## src/rtl/ws2811_scheduler.sv

```systemverilog
// Pulls {EOF, repeat count, GRB} entries from a FIFO and streams each colour N times
// to a WS2811 serializer over a valid/ready link, then times the low-line latch gap.
module ws2811_scheduler #(
    parameter int LATCH_CYCLES = 2500
) (
    input  logic        clk,
    input  logic        rst,
    input  logic        enable,
    input  logic [55:0] fifo_dout,
    input  logic        fifo_empty,
    output logic        fifo_rd_en,
    output logic [23:0] px_data,
    output logic        px_valid,
    input  logic        px_ready,
    output logic        latch,
    output logic        frame_done,
    output logic        busy,
    output logic [2:0]  state_dbg
);

    localparam logic [2:0] IDLE  = 3'd0;
    localparam logic [2:0] FETCH = 3'd1;
    localparam logic [2:0] LOAD  = 3'd2;
    localparam logic [2:0] SEND  = 3'd3;
    localparam logic [2:0] LATCH = 3'd4;

    localparam int LCW = (LATCH_CYCLES > 1) ? $clog2(LATCH_CYCLES) : 1;
    localparam logic [LCW-1:0] LATCH_LAST = (LATCH_CYCLES > 0) ? LCW'(LATCH_CYCLES - 1) : '0;

    logic [2:0]     state;
    logic [23:0]    colour;
    logic [15:0]    remaining;
    logic           eof;
    logic [LCW-1:0] latch_cnt;
    logic           fetch_ok;
    logic           unused_bits;

    assign unused_bits = ^fifo_dout[54:40];
    assign fetch_ok    = enable && !fifo_empty;

    // Handshake: a pixel moves on a rising edge where px_valid && px_ready. Once
    // px_valid is raised it stays high with px_data frozen until that edge.
    assign px_valid   = (state == SEND);
    assign px_data    = colour;
    assign latch      = (state == LATCH);
    assign busy       = (state != IDLE);
    assign state_dbg  = state;
    // Gated by rst so a pop requested in the reset cycle never reaches the FIFO.
    assign fifo_rd_en = (state == FETCH) && !fifo_empty && !rst;

    always_ff @(posedge clk) begin
        if (rst) begin
            state      <= IDLE;
            colour     <= '0;
            remaining  <= '0;
            eof        <= 1'b0;
            latch_cnt  <= '0;
            frame_done <= 1'b0;
        end else begin
            frame_done <= 1'b0;
            case (state)
                IDLE: begin
                    if (fetch_ok) state <= FETCH;
                end
                FETCH: begin
                    state <= fifo_empty ? IDLE : LOAD;
                end
                LOAD: begin
                    colour    <= fifo_dout[23:0];
                    remaining <= fifo_dout[39:24];
                    eof       <= fifo_dout[55];
                    if (fifo_dout[39:24] != 16'd0) state <= SEND;
                    else if (fifo_dout[55])        state <= LATCH;
                    else                           state <= IDLE;
                end
                SEND: begin
                    if (px_ready) begin
                        remaining <= remaining - 16'd1;
                        // Chaining straight into FETCH keeps inter-entry overhead at two cycles.
                        if (remaining == 16'd1) begin
                            if (eof)           state <= LATCH;
                            else if (fetch_ok) state <= FETCH;
                            else               state <= IDLE;
                        end
                    end
                end
                LATCH: begin
                    if (latch_cnt == LATCH_LAST) begin
                        latch_cnt  <= '0;
                        frame_done <= 1'b1;
                        state      <= IDLE;
                    end else begin
                        latch_cnt <= latch_cnt + 1'b1;
                    end
                end
                default: state <= IDLE;
            endcase
        end
    end

endmodule
```

## config.mk

```make
export PLATFORM = sky130hd
export DESIGN_NAME = ws2811_scheduler
export DESIGN_NICKNAME = d
export VERILOG_FILES = /design/src/rtl/ws2811_scheduler.sv
export SDC_FILE = /design/constraint.sdc
export NUM_CORES = 1
export LEC_CHECK = 0
export ABC_AREA = 1
export CAP_MARGIN = 10
export CORE_MARGIN = 2
export CORE_UTILIZATION = 32
export CTS_CLUSTER_SIZE = 10
export DETAILED_ROUTE_END_ITERATION = 12
export GPL_ROUTABILITY_DRIVEN = 0
export PLACE_DENSITY = 0.71
export RECOVER_POWER = 100
export SLEW_MARGIN = 40
export SYNTH_ARGS = -nofsm -noshare
export SYNTH_HDL_FRONTEND = slang
export SYNTH_SLANG_ARGS = --single-unit
export TNS_END_PERCENT = 10
```

## constraint.sdc

```tcl
create_clock -name clk -period 1.37 [get_ports clk]
set_input_delay 0.3425 -clock clk [delete_from_list [all_inputs] [get_ports clk]]
set_output_delay 0.3425 -clock clk [all_outputs]
set_load 0.01 [all_outputs]
```

==> reports/metrics.yaml <==
outcome: "complete, but fails checks"
failing_checks: "negative setup slack"
synth_enable_flop_cells: 0
grt_use_total_pct: 17.0
finalCritPeriodShare_pct: 109
synth.area.top_cells: "sky130_fd_sc_hd__dfxtp_1 38%, sky130_fd_sc_hd__nand2_1 14%, sky130_fd_sc_hd__nor2_1 13%, sky130_fd_sc_hd__o21ai_0 6.0%, sky130_fd_sc_hd__a21oi_1 4.8%"
fin_skew_ns: 0.00891
sequential_cell_area_in_the_final_layout_sq_um: 1150
final_area_sq_um: 4650
routed_wl_microns: 8770
place_hpwl_microns: 6230
worst_ep_required_time_ns: 1.63
setup.worst_path.start_class: "flop"
worst_hold_startpoint: "remaining[1]$_SDFFE_PP0P_"
grt_max_degree: 26
worstSetupEndpointType: "flop"
synth.largest_area_cell: "sky130_fd_sc_hd__dfxtp_1"
cts-buffers-inserted: 9
period_needed_ns: 1.49
final-hold-violation-count: 0
clock_insertion_delay_worst_skew_ns: 0.34
path_delay_family: "buffers and inverters"
synthesis.nets: 527
fmaxAchievable_ghz: 0.671
ys_seq_area_share_pct: 37.8
multi_input_area_sq_um: 1740
synth_cell_type_count: 35
die_w_microns: 101
ys.flop_type: "sky130_fd_sc_hd__dfxtp_1"
synthToLayoutAreaGrowth_pct: 54.2
placedInstanceArea_sq_um: 4160
critPathArrivalTime_ns: 1.75
antenna_cells_inserted: 0
numPlacedInstances: 679
layoutNonFillerInstCount: 707
rr_startpoint: "state_dbg[1]$_SDFFE_PP0P_"
ctsRootBufferMaster: "sky130_fd_sc_hd__clkbuf_8"
dr_total_vias: 3420
wire_per_inst_microns: 12.4
dieHeight_microns: 101
grt.overflow.total: 0
first_pass_iters: 5
worst_ir_drop_vdd_mv: 0.762
critical_path_buf_inv_count: 5
synth_top_cell_area_share_pct: 37.8
cts_tree: "done"
detail_route.vias_per_cell: 4.84
number_of_antenna_violations_at_the_first_check_in_global_routing: 0
synth_area_per_cell_sq_um: 6.52
worstHoldPathType: "reg2reg"
layout.core_utilization_pct: 50.6
total_leakage_power_nw: 2.09
synth.yosys.warnings: 0
antenna_violating_nets_post_route: 0
worst_slack_ns: -0.120
cts_hold_buffers: 0
syn_std_cell_area_sq_um: 3020
floorplan.rows: 35
worst_pin_slew_ns: 0.269
filler_cell_count: 884
fp.dieArea_sq_um: 10200
numPortBuffers: 77
placement.setup.worst_slack_ns: -0.650
core-area_sq_um: 9200
timing.critical_path.slowest_cell_delay_ns: 0.38
fin_worst_hold_slack_ns: 0.484
cap_violations: 0
clock_slew_seen_by_the_registers_of_the_worst_setup_and_hold_paths_ns: 0.07
drc_errors: 0
critPathKind: "reg2reg"
slew_headroom_pct: 81.9
wire_length_of_the_first_global_routing_pass_microns: 14000
setup_violations: 20
finalMaxSlewViolations: 0
critical_path.most_common_cell: "sky130_fd_sc_hd__buf_6"
syn_inst: 463
clock_tree.htree_level_count: 3
max_fanout_on_critical_path: 7
ys_async_sr_fraction_pct: 0
post_route_cells_drive_above_1_share_pct: 22.5
final_layout_net_count: 655
clk_path_buf_depth: 2
cpMaxStageDelayCell: "sky130_fd_sc_hd__dfxtp_4"
drtIter0Drc: 154
timing.critical_path.cells: "buf_6 -> nand2_4 -> buf_6 -> a21oi_4 -> buf_12 -> buf_8 -> o21ai_2 -> inv_1 -> nand2_1 -> a21oi_1"
count_of_state_elements_after_synthesis: 57
cp-startpoint: "state_dbg[1]$_SDFFE_PP0P_"
clock-sinks: 57
grt_setup_unrepaired: "true"
via_count_of_the_first_global_routing_pass: 3142
top_level_ports: 93
floorplan.initialDensity_pct: 32.8
pd_cells_nw_per_um2: 1510
## cell type report
| class | instances | share of cell area (%) |
|---|---|---|
| repair buffers | 136 | 27.4 |
| multi-input cells | 350 | 37.3 |
| inverters | 37 | 3.09 |
| clock buffers | 12 | 3.33 |
| flip-flops and latches | 57 | 24.7 |
| well taps | 111 | 2.98 |
| clock inverters | 4 | 1.10 |
## cell families (layout without fill, tap and decap cells)
group / Yosys count / in the layout / synth area share, %
AO/OA/AOI/OAI: 81 / 81 / 14.6
XOR/XNOR: 4 / 4 / 1.16
adder cells (fa/ha/maj): 3 / 3 / 1.24
buffers and inverters: 56 / 189 / 8.95
flip-flops: 57 / 57 / 37.8
AND/OR/NAND/NOR: 262 / 262 / 36.3
## cells in the final DEF, fill, tap and decap left out, types with 4 or more instances in the layout
master                            netlist  routed
sky130_fd_sc_hd__nand2_1              111     105
sky130_fd_sc_hd__o21ai_1                6       9
sky130_fd_sc_hd__o21ai_0               36      32
sky130_fd_sc_hd__nor3_1                 5       4
sky130_fd_sc_hd__nand4_1                5       5
sky130_fd_sc_hd__inv_1                 34      31
sky130_fd_sc_hd__dlygate4sd2_1          0      26
sky130_fd_sc_hd__a21oi_1               29      24
sky130_fd_sc_hd__buf_4                  3      43
sky130_fd_sc_hd__nor2_1               106      91
sky130_fd_sc_hd__nand2_2                1       7
sky130_fd_sc_hd__buf_6                  6      14
sky130_fd_sc_hd__nor2_4                 2       6
sky130_fd_sc_hd__a21oi_2                1       6
sky130_fd_sc_hd__clkbuf_8               0      11
sky130_fd_sc_hd__clkdlybuf4s50_1        0      44
sky130_fd_sc_hd__dfxtp_1               57      53
sky130_fd_sc_hd__nand3_1               23      20
sky130_fd_sc_hd__nor2_2                 2      13
sky130_fd_sc_hd__inv_2                  3       4
## registers in the layout (all words and copies together) (netlist names)
| register | count |
|---|---|
| eof | 1 |
| frame_done | 1 |
| latch_cnt | 12 |
| px_data | 24 |
| remaining | 16 |
| state_dbg | 3 |
## worst min-delay path, cell delays in order, from the launching register on
cell and delay [ns]:
sky130_fd_sc_hd__dfxtp_1 0.32, sky130_fd_sc_hd__nand2_1 0.06, sky130_fd_sc_hd__a21oi_1 0.05
## final timing paths
check,slack (ns),to,cells past startpoint
worst max-delay path,-0.12,remaining[13]$_SDFFE_PP0P_,10
worst min-delay path,0.48,remaining[1]$_SDFFE_PP0P_,2
worst max register to register,-0.12,remaining[13]$_SDFFE_PP0P_,10
worst min register to register,0.48,remaining[1]$_SDFFE_PP0P_,2
## layer usage
layer | track usage [%] | part of all wire, % | up-vias
met2 | 27.5 | 46 | 117
met3 | 4.92 | 7.9 | 16
met1 | 21.2 | 44 | 1549
met5 | 0 | 0 | -
li1 | - | - | 1738
met4 | 7.38 | 2.1 | 0
## through the flow
stage	total power [mW]	setup TNS [ns]
floorplan	3.83	0
global placement	5.05	-19.68
detailed placement	5.12	-20.25
CTS	6.70	-2.77
global route	7.53	-2.90
finish	7.04	-0.880
## cell usage after synthesis (5+ instances only)
cell and number:
sky130_fd_sc_hd__buf_6 6, sky130_fd_sc_hd__o21ai_0 36, sky130_fd_sc_hd__nand2_1 111, sky130_fd_sc_hd__dfxtp_1 57, sky130_fd_sc_hd__nand3_1 23, sky130_fd_sc_hd__o21ai_1 6, sky130_fd_sc_hd__nor3_1 5, sky130_fd_sc_hd__clkbuf_1 7
sky130_fd_sc_hd__a21oi_1 29, sky130_fd_sc_hd__nor2_1 106, sky130_fd_sc_hd__inv_1 34, sky130_fd_sc_hd__nand4_1 5
## where the power goes
part / total, mW / internal [mW] / leakage, nW / switching, mW
clock network: 1.64 / 0.940 / 0.103 / 0.699
logic: 3.24 / 1.51 / 1.52 / 1.73
registers: 2.17 / 1.95 / 0.464 / 0.214
## what timing repair did
action,4_1_cts,5_1_grt
cloned,0,1
endpoints found under the hold margin,0,0
pin swaps,5,11
setup endpoints to repair,79,57
resized for setup,79,52
setup buffers,2,10
(Power assumes the default switching activity.)
